==> config.mk <==
export PLATFORM = sky130hd
export DESIGN_NAME = gray_conv_arbiter
export DESIGN_NICKNAME = d
export VERILOG_FILES = /design/src/rtl/gray_conv_arbiter.sv
export SDC_FILE = /design/constraint.sdc
export NUM_CORES = 1
export LEC_CHECK = 0
export BUFFER_PORTS_ARGS = -buffer_cell sky130_fd_sc_hd__buf_4
export CAP_MARGIN = 20
export CORE_MARGIN = 3
export CORE_UTILIZATION = 46
export CTS_CLUSTER_SIZE = 28
export DETAILED_ROUTE_END_ITERATION = 16
export GPL_ROUTABILITY_DRIVEN = 1
export MAX_ROUTING_LAYER = met4
export PLACE_DENSITY = 0.82
export SLEW_MARGIN = 5
export SYNTH_ARGS = -nofsm -noshare
export SYNTH_HDL_FRONTEND = slang
export SYNTH_SLANG_ARGS = --single-unit
==> constraint.sdc <==
create_clock -name clk -period 3.7 [get_ports clk]
set_input_delay 0 -clock clk [delete_from_list [all_inputs] [get_ports clk]]
set_output_delay 0 -clock clk [all_outputs]
set_load 0.05 [all_outputs]
==> src/rtl/gray_conv_arbiter.sv <==
`default_nettype none
// ============================================================================
//  Module      : gray_conv_arbiter
//  Description : Round-robin arbiter that shares one binary-to-Gray converter
//                among N_REQ requesters. The converted word and the winning
//                requester ID are held in a one-entry output register that is
//                drained through a valid/ready handshake.
//  Revision    : 1.0 - initial release
// ============================================================================
module gray_conv_arbiter #(
    parameter  int N_REQ = 4,
    parameter  int WIDTH = 4,
    localparam int ID_W  = $clog2(N_REQ)
) (
    input  logic                   clk,
    input  logic                   rst,
    input  logic [N_REQ-1:0]       req,
    input  logic [N_REQ*WIDTH-1:0] bin_flat,
    output logic [N_REQ-1:0]       gnt,
    output logic                   out_valid,
    input  logic                   out_ready,
    output logic [WIDTH-1:0]       out_gray,
    output logic [ID_W-1:0]        out_id
);

    // Output-register occupancy states
    localparam logic [0:0] c_ST_EMPTY = 1'b0;
    localparam logic [0:0] c_ST_FULL  = 1'b1;

    localparam logic [ID_W-1:0] c_LAST_ID = ID_W'(N_REQ - 1);

    logic [0:0]       r_state;
    logic [WIDTH-1:0] r_gray;
    logic [ID_W-1:0]  r_id;
    logic [ID_W-1:0]  r_rr_ptr;

    logic             w_any;
    logic [ID_W-1:0]  w_win;
    int               w_idx;
    logic             w_can_accept;
    logic             w_accept;
    logic [WIDTH-1:0] w_bin;
    logic [WIDTH-1:0] w_gray;
    logic [ID_W-1:0]  w_next_ptr;

    // Round-robin scan: walk offsets from the far end back toward rr_ptr so the
    // last hit recorded is the first requester at or after the pointer.
    always_comb begin
        w_any = 1'b0;
        w_win = '0;
        w_idx = 0;
        for (int off = N_REQ - 1; off >= 0; off--) begin
            w_idx = int'(r_rr_ptr) + off;
            if (w_idx >= N_REQ) begin
                w_idx = w_idx - N_REQ;
            end
            if (req[w_idx[ID_W-1:0]]) begin
                w_any = 1'b1;
                w_win = w_idx[ID_W-1:0];
            end
        end
    end

    // Select the winner's binary word with a constant-indexed mux
    always_comb begin
        w_bin = '0;
        for (int i = 0; i < N_REQ; i++) begin
            if (w_win == ID_W'(i)) begin
                w_bin = bin_flat[i*WIDTH +: WIDTH];
            end
        end
    end

    // Bitwise Gray conversion: each bit is the XOR of itself and its upper neighbour
    assign w_gray = w_bin ^ (w_bin >> 1);

    // The register can take a new word when empty or when it is being drained
    assign w_can_accept = (r_state == c_ST_EMPTY) | out_ready;
    assign w_accept     = w_any & w_can_accept & ~rst;
    assign w_next_ptr   = (w_win == c_LAST_ID) ? '0 : w_win + ID_W'(1);

    generate
        for (genvar gi = 0; gi < N_REQ; gi++) begin : g_gnt
            assign gnt[gi] = w_accept & (w_win == ID_W'(gi));
        end
    endgenerate

    // Output register FSM with the round-robin pointer advancing on every accept
    always_ff @(posedge clk) begin
        if (rst) begin
            r_state  <= c_ST_EMPTY;
            r_gray   <= '0;
            r_id     <= '0;
            r_rr_ptr <= '0;
        end else begin
            if (w_accept) begin
                r_gray   <= w_gray;
                r_id     <= w_win;
                r_rr_ptr <= w_next_ptr;
            end
            case (r_state)
                c_ST_EMPTY: begin
                    if (w_accept) begin
                        r_state <= c_ST_FULL;
                    end
                end
                c_ST_FULL: begin
                    if (out_ready && !w_accept) begin
                        r_state <= c_ST_EMPTY;
                    end
                end
                default: r_state <= c_ST_EMPTY;
            endcase
        end
    end

    assign out_valid = (r_state == c_ST_FULL);
    assign out_gray  = r_gray;
    assign out_id    = r_id;

endmodule
`default_nettype wire

==> summary.md <==
| Metric | Value |
|---|---|
| Outcome | completed |
| IO Port Bufs | 33 |
| Vias in the first global route | 589 |
| CP Launch Type | flip-flop |
| Worst path bufs/invs | 1 |
| I/O pin count | 34 |
| Crit path DAT | 2.96 ns |
| Gr ovfl total | 0 |
| Number of setup violations in the final report | 0 |
| CTS H-Tree Depth | 1 |
| RSZ-0062 raised after global routing | no |
| Fin crit share | approximately three quarters |
| Initial Util | 52.8% |
| Crit path max-delay cell type | nor3_1 |
| Cells after Synth | between 70 and 80 |
| Dpl ws | 0.948 ns |
| Hold WC Path Type | input port to flip-flop |
| Final worst slack | roughly 0.91 ns |
| Register area | 180 sq um |
| Fin nets | 141 |
| DR vias | 694 |
| Max Cap Viol | 0 |
| Site row count | 12 |
| # resized after CTS | 0 |
| Hold_ws | between 0.09 and 0.1 ns |
| Met3 WL post-DR | 129 microns |
| Commonest non-fill, non-tap cell in the layout | buf_4 |
| Ant diodes | 0 |
| CTS sink cnt | 9 |
| Crit Path Category | flip-flop to flip-flop |
| Gpl congestion | 0.788 |
| Final std cells w/o fill | 127 |
| Detailed Routing Iterations Pass 1 | 4 |
| Cell variety after synth | 33 |
| # DRC | 0 |
| Synth-to-layout area growth | 46.2% |
| Tightest Pin Transition | 0.987 ns |
| Mean Syn Cell Area | approximately 8.2 sq um |
| Fmax | 0.358 GHz |
| Highest metal used | met4 |
| Area of the multi-input gates | around 430 sq um |
| Hold Violations, Final | 0 |
| Top delay family on crit path | compound AO/OA/AOI/OAI gates |
| Clock Path Buffers | 2 |
| Initial antenna violation count | 0 |
| Clock latency on the worst-skew pair | 0.26 ns |
| First-pass GRT wire length | 2510 microns |
| Core Footprint | 0.00120 sq mm |
| Die width | 43.1 microns |
| CP peak stage delay | 0.47 ns |
| Final clock skew | approximately 0.011 ns |
| Metal2 WL | between 600 and 700 microns |
| Mapped Nets | ~100 |
| DP HPWL | 1250 microns |
| CTS tree | yes |
| Post-layout util | 77.2% |
| Root Buffer | clkbuf_4 |
| VDD IR-drop max | 0.225 mV |
| Iteration-0 DRC count of the detailed router | 9 |
| Fin. max-slew vios | 0 |
| Reg clk slew, reported paths | 0.07 ns |
| Via/cell ratio | between 5 and 6 |
| Setup_tns | 0 ns |
| Critical path fanouts, max | 6 |
| Remaining antenna violation count | 0 |
| Drt total wl | 1570 microns |
| Slew margin rel. | 33.8% |
| Most frequent cells in the layout | buf_4, dfxtp_1, nor2_1 |
| Critical path, cell by cell | mux2i_1, nor2_1, nor3_1, inv_1, ha_1, or2_1, a221o_1, a211o_1, a311oi_2 |
| Synth Warn # | 0 |
| Sequential area share after synthesis | 28.4% |
| Synth Register Bits | 9 |
| Ratio of cells with drive above 1 in the final layout | 34.5% |
| Cells after DPL | 122 |
| Pwr Density | approximately 440 mW/mm^2 |
| Fin crit period | 2.79 ns |
| Die Ht | roughly 43 microns |
| Worst EP required | 3.87 ns |
| Die area | approximately 0.0019 sq mm |
| Leakage | approximately 0.42 nW |
| Met1 WL | approximately 750 microns |
| Ys async rst share | 0% |
| DR WL/cell | 12.4 microns |
| EDFF count, synth | 0 |
| Synthesized cell area | 634 sq um |
| Pin count of the biggest net entering global routing | 19 |
| Number of fill cells | a little over 90 |
| Crit. End Element | flip-flop |
| Inserted Clock Buffers | 3 |
| Prevailing post-synth register cell | dfxtp_1 |
| GRT Total Usage | 18.0% |
sequential cells by signal, indices dropped and copies added (netlist names):
signal	cells
out_gray	4
out_id	2
r_rr_ptr	2
out_valid	1
final cells by class:
type,count,area share [%]
Multi-Input combinational cell,61,46.0
Tap cell,14,1.89
Sequential cell,9,19.4
Clock buffer,4,2.83
Timing Repair Buffer,34,27.8
Inverter,5,2.02
final timing paths:
| kind | start | to | slack (ns) | cells after the start |
|---|---|---|---|---|
| setup reg to reg | r_rr_ptr[1] | out_gray[2] | 0.91 | 9 |
| setup / recovery | r_rr_ptr[1] | out_gray[2] | 0.91 | 9 |
| hold reg to reg | out_gray[3] | out_gray[3] | 0.47 | 2 |
| hold / removal | out_ready | out_valid | 0.09 | 4 |
worst register-to-register path: cells and delay by family, from the launching register on:
kind                     cells  cell delay, ns
multiplexers                 1            0.21
buffers and inverters        1            0.14
AND/OR/NAND/NOR              3            0.79
AO/OA/AOI/OAI                3            0.87
adder cells (fa/ha/maj)      1            0.27
flip-flops                   1            0.43
power by group:
| part | switching (mW) | internal (mW) |
|---|---|---|
| logic | 0.125 | 0.0875 |
| registers | 0.00948 | 0.111 |
| clock network | 0.0347 | 0.0415 |
logic make-up (layout without fill, tap and decap cells):
logic type      count (synthesis)  count (layout)  synth area share, %
buf+inv                         7              43                 4.34
mux                             2               2                 3.16
simple gates                   31              31                 28.2
flops                           9               9                 28.4
compound gates                 24              24                 28.0
fa+ha+maj                       4               4                 7.89
synth_stat cells, types with 2 or more instances:
cell type,instances,share of area [%]
nand2_1,2,1.2
o22ai_1,3,3.0
and2_1,3,3.0
mux2i_1,2,3.2
a211oi_1,2,2.4
a221oi_1,3,4.1
o21ai_0,3,2.4
ha_1,4,7.9
dfxtp_1,9,28
nor3b_1,2,2.4
nor2b_1,3,3.0
nand2b_1,4,3.9
a311oi_1,2,2.8
nor4_1,2,2.0
inv_1,5,3.0
nor2_1,7,4.1
or3_1,2,2.0
a21oi_1,4,3.2
per-layer routing:
layer  global-route usage, %  vias up
met4                    10.8        0
met1                    23.5      293
li1                        -      362
met5                       -        -
met3                    1.69        4
met2                    26.5       35
metrics by stage:
stage               instance area (sq um)  total power [mW]
finish                                927             0.409
global placement                      891             0.330
detailed placement                    891             0.334
CTS                                   927             0.412
global route                          927             0.435
floorplan                             634             0.272
what timing repair did:
action,CTS,global route
endpoints found under the setup margin,0,0
hold buffers,1,0
setup buffers,0,0
endpoints found under the hold margin,6,0
(Power assumes the default switching activity.)
